===== config.mk =====
export PLATFORM = sky130hd
export DESIGN_NAME = grf_wb_arbiter
export DESIGN_NICKNAME = d
export VERILOG_FILES = /design/src/rtl/grf_wb_arbiter_pkg.sv /design/src/rtl/grf_wb_arbiter_fifo.sv /design/src/rtl/grf_wb_arbiter.sv
export SDC_FILE = /design/constraint.sdc
export NUM_CORES = 1
export LEC_CHECK = 0
export ABC_AREA = 1
export CAP_MARGIN = 20
export CORE_ASPECT_RATIO = 1.4
export CORE_MARGIN = 4
export CORE_UTILIZATION = 45
export DETAILED_ROUTE_END_ITERATION = 10
export PLACE_DENSITY = 0.77
export SKIP_CTS_REPAIR_TIMING = 1
export SYNTH_ARGS = -nofsm -noshare
export SYNTH_HDL_FRONTEND = slang
export SYNTH_SLANG_ARGS = --single-unit
export TNS_END_PERCENT = 100

===== constraint.sdc =====
create_clock -name clk -period 3.3 [get_ports clk]
set_input_delay 0.66 -clock clk [delete_from_list [all_inputs] [get_ports clk]]
set_output_delay 0.66 -clock clk [all_outputs]
set_load 0.01 [all_outputs]

===== src/rtl/grf_wb_arbiter_pkg.sv =====
// Shared GRF write-path definitions: register/data widths, the $0 register,
// and the side-result FIFO entry layout {live, a3, wd, pc}.
package grf_defs;

  localparam int unsigned REG_ADDR_W = 5;
  localparam int unsigned DATA_W     = 32;

  localparam logic [REG_ADDR_W-1:0] ZERO_REG = 5'd0;

  // One queued side result; live drops when a younger write to a3 supersedes it.
  typedef struct packed {
    logic                  live;
    logic [REG_ADDR_W-1:0] a3;
    logic [DATA_W-1:0]     wd;
    logic [DATA_W-1:0]     pc;
  } wb_entry_t;

endpackage


===== src/rtl/grf_wb_arbiter_fifo.sv =====
// wb_fifo: synchronous side-result FIFO with kill-by-address.
// Ports:
//   clk, reset        clock, synchronous active-high reset (discards all entries)
//   push, push_entry  enqueue one entry (caller guarantees not full)
//   pop               dequeue head (caller guarantees not empty)
//   kill_en, kill_a3  mark every stored entry, and the entry being pushed, with a3 == kill_a3 dead
//   head, count       current head entry and occupancy
//   live_mask, a3s    per-slot live flag and destination, for the hazard compare
module wb_fifo
  import grf_defs::*;
#(
  parameter int unsigned DEPTH = 2
) (
  input  logic                  clk,
  input  logic                  reset,
  input  logic                  push,
  input  wb_entry_t             push_entry,
  input  logic                  pop,
  input  logic                  kill_en,
  input  logic [REG_ADDR_W-1:0] kill_a3,
  output wb_entry_t             head,
  output logic [$clog2(DEPTH):0] count,
  output logic [DEPTH-1:0]      live_mask,
  output logic [REG_ADDR_W-1:0] a3s [DEPTH]
);

  localparam int unsigned PTR_W = $clog2(DEPTH);
  localparam int unsigned CNT_W = PTR_W + 1;

  wb_entry_t        mem [DEPTH];
  logic [PTR_W-1:0] wr_ptr;
  logic [PTR_W-1:0] rd_ptr;
  logic             push_live;

  // A concurrent pipeline write to the same register supersedes the incoming entry.
  always_comb begin
    push_live = push_entry.live && !(kill_en && (push_entry.a3 == kill_a3));
    head      = mem[rd_ptr];
    for (int unsigned i = 0; i < DEPTH; i++) begin
      live_mask[i] = mem[PTR_W'(i)].live;
      a3s[i]       = mem[PTR_W'(i)].a3;
    end
  end

  // Storage and pointers; popped slots have live cleared so live implies occupied.
  always_ff @(posedge clk) begin
    if (reset) begin
      for (int unsigned i = 0; i < DEPTH; i++) begin
        mem[PTR_W'(i)] <= '0;
      end
      wr_ptr <= '0;
      rd_ptr <= '0;
      count  <= '0;
    end else begin
      for (int unsigned i = 0; i < DEPTH; i++) begin
        if (kill_en && (mem[PTR_W'(i)].a3 == kill_a3)) begin
          mem[PTR_W'(i)].live <= 1'b0;
        end
      end
      if (pop) begin
        mem[rd_ptr].live <= 1'b0;
        rd_ptr           <= rd_ptr + PTR_W'(1);
      end
      if (push) begin
        mem[wr_ptr] <= '{live: push_live, a3: push_entry.a3,
                         wd: push_entry.wd, pc: push_entry.pc};
        wr_ptr      <= wr_ptr + PTR_W'(1);
      end
      case ({push, pop})
        2'b10:   count <= count + CNT_W'(1);
        2'b01:   count <= count - CNT_W'(1);
        default: count <= count;
      endcase
    end
  end

endmodule


===== src/rtl/grf_wb_arbiter.sv =====
// grf_wb_arbiter: shares the single GRF write port between the pipeline
// writeback stage (priority, zero latency) and a queued multi-cycle side unit.
// Ports:
//   clk, reset                      clock, synchronous active-high reset
//   wb_we/a3/wd/pc, wb_ready        pipeline write request and acceptance
//   md_valid/a3/wd/pc, md_ready     side result handshake
//   rs_a, rt_a, hazard              decode sources vs. live queued writes
//   grf_we/a3/wd/pc                 GRF write port (pc for the write log)
module grf_wb_arbiter
  import grf_defs::*;
#(
  parameter int unsigned DEPTH    = 2,
  parameter int unsigned MAX_WAIT = 4
) (
  input  logic                  clk,
  input  logic                  reset,
  input  logic                  wb_we,
  input  logic [REG_ADDR_W-1:0] wb_a3,
  input  logic [DATA_W-1:0]     wb_wd,
  input  logic [DATA_W-1:0]     wb_pc,
  output logic                  wb_ready,
  input  logic                  md_valid,
  output logic                  md_ready,
  input  logic [REG_ADDR_W-1:0] md_a3,
  input  logic [DATA_W-1:0]     md_wd,
  input  logic [DATA_W-1:0]     md_pc,
  input  logic [REG_ADDR_W-1:0] rs_a,
  input  logic [REG_ADDR_W-1:0] rt_a,
  output logic                  hazard,
  output logic                  grf_we,
  output logic [REG_ADDR_W-1:0] grf_a3,
  output logic [DATA_W-1:0]     grf_wd,
  output logic [DATA_W-1:0]     grf_pc
);

  localparam int unsigned CNT_W = $clog2(DEPTH) + 1;
  localparam int unsigned AGE_W = $clog2(MAX_WAIT + 1);

  wb_entry_t             head;
  wb_entry_t             push_entry;
  logic [CNT_W-1:0]      count;
  logic [DEPTH-1:0]      live_mask;
  logic [REG_ADDR_W-1:0] a3s [DEPTH];
  logic [AGE_W-1:0]      age;

  logic head_live;
  logic head_dead;
  logic force_head;
  logic wb_use;
  logic wb_grant;
  logic head_grant;
  logic pop;
  logic push;

  wb_fifo #(.DEPTH(DEPTH)) u_fifo (
    .clk        (clk),
    .reset      (reset),
    .push       (push),
    .push_entry (push_entry),
    .pop        (pop),
    .kill_en    (wb_grant),
    .kill_a3    (wb_a3),
    .head       (head),
    .count      (count),
    .live_mask  (live_mask),
    .a3s        (a3s)
  );

  // Grant/force decisions; writes to $0 are accepted but never use the port.
  always_comb begin
    head_live  = (count != '0) && head.live;
    head_dead  = (count != '0) && !head.live;
    force_head = head_live && (age == AGE_W'(MAX_WAIT));
    wb_use     = wb_we && (wb_a3 != ZERO_REG);
    wb_grant   = !reset && wb_use && !force_head;
    head_grant = !reset && head_live && (!wb_use || force_head);
    // Dead heads drain one per cycle independent of port use.
    pop        = !reset && (head_grant || head_dead);
    wb_ready   = !reset && !force_head;
    md_ready   = !reset && (count < CNT_W'(DEPTH));
    push       = md_valid && md_ready;
    push_entry = '{live: (md_a3 != ZERO_REG), a3: md_a3, wd: md_wd, pc: md_pc};
  end

  // Write-port mux.
  always_comb begin
    grf_we = 1'b0;
    grf_a3 = ZERO_REG;
    grf_wd = '0;
    grf_pc = '0;
    if (wb_grant) begin
      grf_we = 1'b1;
      grf_a3 = wb_a3;
      grf_wd = wb_wd;
      grf_pc = wb_pc;
    end else if (head_grant) begin
      grf_we = 1'b1;
      grf_a3 = head.a3;
      grf_wd = head.wd;
      grf_pc = head.pc;
    end
  end

  // Decode hazard: live queued entries plus a side result entering this cycle.
  always_comb begin
    hazard = 1'b0;
    for (int unsigned i = 0; i < DEPTH; i++) begin
      if (live_mask[i] && (((rs_a != ZERO_REG) && (a3s[i] == rs_a)) ||
                           ((rt_a != ZERO_REG) && (a3s[i] == rt_a)))) begin
        hazard = 1'b1;
      end
    end
    if (push && (md_a3 != ZERO_REG) &&
        (((rs_a != ZERO_REG) && (md_a3 == rs_a)) ||
         ((rt_a != ZERO_REG) && (md_a3 == rt_a)))) begin
      hazard = 1'b1;
    end
  end

  // Age of the live head: counts denied cycles, saturates, clears on pop.
  always_ff @(posedge clk) begin
    if (reset || pop) begin
      age <= '0;
    end else if (head_live && !head_grant && (age != AGE_W'(MAX_WAIT))) begin
      age <= age + AGE_W'(1);
    end
  end

endmodule


# [Word-level counts from Yosys, hierarchy flattened]
# Memories as Yosys holds them, arrays and structs flattened. A register that Yosys moved wholly into a read port is not among the register bits.
# Index checks and enable logic that the tools add are counted.
[op_classes] add_sub_neg=5 n_lt_le_gt_ge=1 eq_ne=13 n_mux=30 bitwise_logic=2 n_reduce_logical=46
[op_table] operator="$mux 32" n=4
[op_table] operator="$eq 5x5->1" n=9
[op_table] operator="$logic_and 1x1->1" n=28
[op_table] operator="$mux 1" n=23
[op_table] operator="$reduce_bool 5->1" n=4
[op_table] operator="$mux 5" n=2
[op_table] operator="$logic_not 1->1" n=6
[op_table] operator="$logic_or 1x1->1" n=6
[op_table] operator="$pmux 2 s2" n=1
[op_table] operator="$reduce_bool 2->1" n=2
[op_table] operator="$add 3x1->3 const B" n=1
[op_table] operator="$eq 3x3->1 const B" n=1
[op_table] operator="$ne 3x3->1 const B" n=1
[op_table] operator="$add 1x1->1 const B" n=2
[op_table] operator="$add 2x1->2 const B" n=1
[op_table] operator="$eq 2x1->1 const B" n=1
[op_table] operator="$eq 2x2->1 const B" n=1
[op_table] operator="$lt 2x2->1 const B" n=1
[op_table] operator="$or 1x1->1" n=2
[op_table] operator="$sub 2x1->2 const B" n=1
[word_totals] ff_bits=7 ramBits=140 input_bits=152 output_inout_bits=73 elab_cells=102 n_memories=1
[mem_list] name="u_fifo.mem" words=2 word_bits=70 read_ports=3 rd_ports_with_merged_regs=1 write_ports=4 line_no="grf_wb_arbiter_fifo.sv:30" source="wb_entry_t mem [DEPTH];"

# [Longest topological paths before layout]
# Gate-level depths: netlist of run 1.
[depth] word_depth=10 mapped_depth=15 mapped_depth_nobuf=12

# [By module]
# Synthesis of run 1 repeated with hierarchy kept, for this count alone.
[unflattened] hier_cells=911 area_unflattened_um2=8489.4
[by_module_without_submodules] mod="wb_fifo" n_inst=1 cells_each=547 area_per_inst_um2=6786.5 seq_area_each_um2=4304.1
[by_module_without_submodules] mod="grf_wb_arbiter" n_inst=1 cells_each=364 area_per_inst_um2=1702.9 seq_area_each_um2=60.1

# [Worst setup path after synthesis of run 1]
# OpenSTA, ideal clock, no wires.
[synth_timing] path_kind="in2reg" from="input reset" to="memory u_fifo.mem[0][69] (netlist bit) (enable)" setup_ns=0.299 arrival_ns=2.936 required_ns=3.001 path_slack_ns=0.065 stages=7 path_buffers=0 path_cell_list="nor2_1 nand2_1 inv_1 nand2_1 nand2_1 inv_1 nand3_1"
[synth_rtl] element="start: declaration" line_no="grf_wb_arbiter.sv:16" source="input logic reset,"
[synth_rtl] element="end: declaration" line_no="grf_wb_arbiter_fifo.sv:30"

# [Worst setup path after layout of run 1]
[layout_timing] from="input wb_a3[4]" to="output grf_we"
[layout_between] elab_chain_len=7 elab_cells_between_ends=9 cone_classes="mux (2); reduce/logical (7)"
[layout_lines] element="start: declaration" line_no="grf_wb_arbiter.sv:18" source="input logic [REG_ADDR_W-1:0] wb_a3,"
[layout_lines] element="$reduce_bool 5->1 *" line_no="grf_wb_arbiter.sv:74" source="wb_use = wb_we && (wb_a3 != ZERO_REG);"
[layout_lines] element="$logic_and 1x1->1 *" line_no="grf_wb_arbiter.sv:74"
[layout_lines] element="$logic_not 1->1" line_no="grf_wb_arbiter.sv:76" source="head_grant = !reset && head_live && (!wb_use || force_head);"
[layout_lines] element="$logic_or 1x1->1" line_no="grf_wb_arbiter.sv:76"
[layout_lines] element="$logic_and 1x1->1" line_no="grf_wb_arbiter.sv:76"
[layout_lines] element="$mux 1" line_no="grf_wb_arbiter.sv:96" source="end else if (head_grant) begin"
[layout_lines] element="$mux 1 *" line_no="grf_wb_arbiter.sv:91" source="if (wb_grant) begin"
[layout_lines] element="end: declaration" line_no="grf_wb_arbiter.sv:30" source="output logic grf_we,"
# Mark *: on every way between the ends. The rest lies on a longest branch, timed or not.

==> impl_metrics.sql, run 1 <==
INSERT INTO impl_metrics (metric_group, metric, value, unit) VALUES
('sta', 'tightestPinTransition', '629', 'ps'),
('worst_setup_path', 'critPathMaxStageDelay', '500', 'ps'),
('grt', 'global_route.overflow_total', '0', ''),
('clock_tree', 'cts_inserted_buffers', '17', ''),
('route', 'ant_nets', '0', ''),
('run_status', 'run_status', 'completed', ''),
('worst_setup_path', 'worst_r2r_endpoint', 'u_fifo.count[1]', ''),
('sta', 'slew_headroom', '58.1', '%'),
('cells_and_area', 'fraction_of_layout_cells_with_a_size_suffix_above_1', '9.09', '%'),
('sta', 'timing_max_transition_violations_final', '0', ''),
('cells_and_area', 'finish.instance_area', '11700', 'sq um'),
('synthesis', 'total_standard_cell_area_after_synthesis', '8120', 'sq um'),
('placement', 'port_buffers', '224', ''),
('power_and_ir_drop', 'peak_supply_drop', '0.306', 'mV'),
('flow_run', 'max-cap-violations', '0', ''),
('sta', 'grt_setup_unrepaired', 'false', ''),
('power_and_ir_drop', 'pwr_density_cell', '545', 'nW/um^2'),
('grt', 'grt.total_usage', '22.2', '%'),
('worst_setup_path', 'critical_path_arrival', '2450', 'ps'),
('placement', 'placedInstanceArea', '10800', 'sq um'),
('clock_tree', 'cts.root.buffer_cell', 'clkbuf_16', ''),
('grt', 'largest_net_degree_at_the_start_of_global_routing', '71', ''),
('worst_setup_path', 'cp_num_buf_inv', '4', ''),
('floorplan', 'die-height', '167', 'um'),
('synthesis', 'synthesis.area_per_instance', '9.16', 'sq um'),
('floorplan', 'die-area', '20300', 'sq um'),
('synthesis', 'ys_seq_area_share', '53.7', '%'),
('clock_tree', 'clkTransAtPathRegs', '50', 'ps'),
('worst_setup_path', 'worst_setup_path_end_kind', 'output port', ''),
('route', 'routedWlPerCell', '16.8', 'um'),
('min_path', 'hold_path_end', 'age[0]', ''),
('grt', 'global_route_wire_length_before_repair', '34900', 'um'),
('floorplan', 'starting_density_of_the_core', '46.3', '%'),
('floorplan', 'dieWidth', '122', 'um'),
('synthesis', 'yosys_register_bits', '148', ''),
('route', 'avgViaCountPerCell', '4.97', ''),
('cells_and_area', 'final_nets', '1266', ''),
('sta', 'timing.final.setup_violations', '0', ''),
('sta', 'layout_skew', '11.6', 'ps'),
('route', 'drt_iter0_drc', '362', ''),
('power_and_ir_drop', 'report.power.total', '0.00638', 'W'),
('min_path', 'whs_path_depth', '2', ''),
('route', 'routed-via-count', '6753', ''),
('worst_setup_path', 'critPathKind', 'input port to output port', ''),
('sta', 'holdWs', '490', 'ps'),
('synthesis', 'synth_cell_type_count', '26', ''),
('worst_setup_path', 'r2r_start', 'age[0]', ''),
('placement', 'post-dp-hpwl', '15800', 'um'),
('worst_setup_path', 'worst-r2r-setup-slack', '1130', 'ps'),
('worst_setup_path', 'reg2reg_depth', '12', ''),
('clock_tree', 'ctsHtreeMaxLevel', '4', ''),
('route', 'firstDrtPassIters', '5', ''),
('grt', 'number_of_global_route_vias_before_repair', '6917', ''),
('floorplan', 'std_cell_rows', '57', ''),
('min_path', 'timing.hold.worst.start', 'age[0]', ''),
('worst_setup_path', 'cp_slowest_cell', 'clkdlybuf4s50_1', ''),
('floorplan', 'std_cell_core_area', '17500', 'sq um'),
('grt', 'number_of_antenna_violations_at_the_first_check_in_global_routing', '2', ''),
('synthesis', 'syn_inst', '887', ''),
('worst_setup_path', 'critical_path.max_fanout', '13', ''),
('clock_tree', 'cts-root-to-sink-buffers', '2', ''),
('sta', 'timing.fmax', '322', 'MHz'),
('min_path', 'hold_path_class', 'flop to flop', ''),
('floorplan', 'design.portCount', '225', ''),
('clock_tree', 'insertion_delay', '420', 'ps'),
('clock_tree', 'cts_tree', 'built', ''),
('cells_and_area', 'relative_area_change_from_synthesis_to_final_layout', '44.1', '%'),
('worst_setup_path', 'cp_top_family', 'buffers and inverters', ''),
('sta', 'hold_violations', '0', ''),
('sta', 'timing.final.crit_period', '3110', 'ps'),
('synthesis', 'mappedNetlistNets', '1042', ''),
('placement', 'globalplace.congestion', '0.904', ''),
('power_and_ir_drop', 'cellLeakagePower', '5.96', 'nW'),
('worst_setup_path', 'worstSetupStartpointType', 'input port', ''),
('synthesis', 'ys_warn_count', '0', ''),
('worst_setup_path', 'crit_path_cell_trace', 'clkdlybuf4s50_1 > inv_1 > nand3_1 > nand3_1 > nand2_4 > buf_6 > nand2_1 > clkdlybuf4s50_1', ''),
('route', 'detail_route.wirelength', '22800', 'um'),
('sta', 'period_share', '94.1', '%'),
('route', 'dr_drc_count', '0', ''),
('clock_tree', 'cts.sink_count', '148', ''),
('worst_setup_path', 'worstPathRequired', '2640', 'ps');
[sequential cells by signal (all words and copies together) (netlist names), named ones only]
signal,cells
u_fifo.count,2
u_fifo.rd_ptr,1
u_fifo.wr_ptr,1
u_fifo.mem,140
age,3
[how the worst max path moves through the flow]
stage	cells past startpoint	to	from	slack [ps]
6_report	8	grf_we	wb_a3[4]	190
5_1_grt	8	grf_we	wb_a3[2]	80
4_1_cts	8	grf_pc[31]	wb_a3[2]	-80
3_5_place_dp	8	grf_pc[31]	wb_a3[2]	-70
3_3_place_gp	9	grf_wd[4]	wb_a3[4]	-20
2_1_floorplan	7	u_fifo.mem[0][69]	reset	70
[cell families (layout without fill, tap and decap cells)]
logic type	after synthesis	in the layout	share of synthesized area, %
buffers and inverters	151	386	7.79
adder cells (fa/ha/maj)	3	3	0.462
XOR/XNOR	40	40	4.31
AO/OA/AOI/OAI	79	79	11.6
flip-flops	148	148	53.7
other	0	2	0
AND/OR/NAND/NOR	466	466	22.2
[cell usage in the layout (no fill, tap or decap), types with 2 or more instances in the layout]
| cell | n |
|---|---|
| o31ai_1 | 40 |
| dfxtp_1 | 7 |
| bufinv_16 | 7 |
| inv_1 | 96 |
| clkbuf_16 | 17 |
| nand2_4 | 2 |
| nor2_1 | 304 |
| nand2_1 | 133 |
| o31ai_4 | 27 |
| o21ai_0 | 4 |
| nand4_1 | 2 |
| ha_1 | 3 |
| nand3_1 | 17 |
| nand2_2 | 4 |
| diode_2 | 2 |
| buf_12 | 13 |
| dlymetal6s2s_1 | 70 |
| xnor2_1 | 24 |
| xor2_1 | 16 |
| buf_4 | 17 |
| clkdlybuf4s50_1 | 154 |
| inv_2 | 3 |
| a21oi_1 | 6 |
| clkinv_4 | 3 |
| edfxtp_1 | 140 |
[metal layers]
layer  share of wire (%)  wire [um]  track usage, %  up-vias
met1                  36       8130            23.9     3188
met4                 3.5        802            8.09        0
met3                 5.6       1270            4.88       46
met2                  55      12600            41.8      219
li1                    -          -               -     3300
met5                   0          0               0        -
[report_power, final]
group	switching [W]	internal [W]
registers	0.0000874	0.00227
clock network	0.000749	0.00149
logic	0.00113	0.000652
total	0.00197	0.00441
[synth_stat cells]
master | number | area, sq um
dfxtp_1 | 8 | 160
clkbuf_2 | 3 | 15.0
nand2_1 | 135 | 507
buf_2 | 18 | 90.1
o22ai_1 | 1 | 6.26
ha_1 | 3 | 37.5
nand2_2 | 4 | 25.0
nor3_1 | 1 | 5.00
or2_1 | 1 | 6.26
nor2_1 | 304 | 1140
o21ai_0 | 4 | 20.0
a21oi_1 | 6 | 30.0
nand3_1 | 17 | 85.1
inv_2 | 2 | 7.51
nor2_2 | 1 | 6.26
xnor2_1 | 24 | 210
nor2_4 | 1 | 11.3
xor2_1 | 16 | 140
edfxtp_1 | 140 | 4200
o31ai_1 | 41 | 308
buf_6 | 5 | 56.3
o31ai_4 | 27 | 574
inv_1 | 97 | 364
clkbuf_1 | 25 | 93.8
inv_4 | 1 | 6.26
nand4_1 | 2 | 12.5
[final cells by class]
cell class                 count  area (sq um)
timing repair buffer         256          2830
tap                          236           295
inverter                     100           378
multi-input combinational    588          3150
sequential                   148          4370
antenna                        2          5.00
clock buffer                  17           425
fill                        1350          5840
clock inverter                13           256
[through the flow]
stage | instances | setup slack [ps] | setup TNS, ps | utilization [%]
2_1_floorplan | 887 | 65.1 | 0 | -
3_3_place_gp | 1328 | -21.8 | -40.8 | 61.7
3_5_place_dp | 1328 | -70.4 | -483 | 61.7
4_1_cts | 1358 | -81.1 | -680 | 65.6
5_1_grt | 1360 | 80.1 | 0 | 66.7
6_report | 1360 | 193 | 0 | 66.7
[worst reg2reg max path, delay by kind of cell, from the launching register on]
family          cells  cell delay, ps
compound gates      3             300
simple gates        4             470
flops               1             350
buf+inv             2             270
xor+xnor            1             150
fa+ha+maj           2             530
(Power assumes the default switching activity.)
==> run 2, diff against run 1 <==
--- a/config.mk
+++ b/config.mk
@@ -11,6 +11,7 @@
 export CORE_MARGIN = 4
 export CORE_UTILIZATION = 45
 export DETAILED_ROUTE_END_ITERATION = 10
+export GPL_ROUTABILITY_DRIVEN = 0
 export PLACE_DENSITY = 0.77
 export SKIP_CTS_REPAIR_TIMING = 1
 export SYNTH_ARGS = -nofsm -noshare
==> results of run 2 <==
The final DEF is identical to that of run 1; final timing and power are the same.
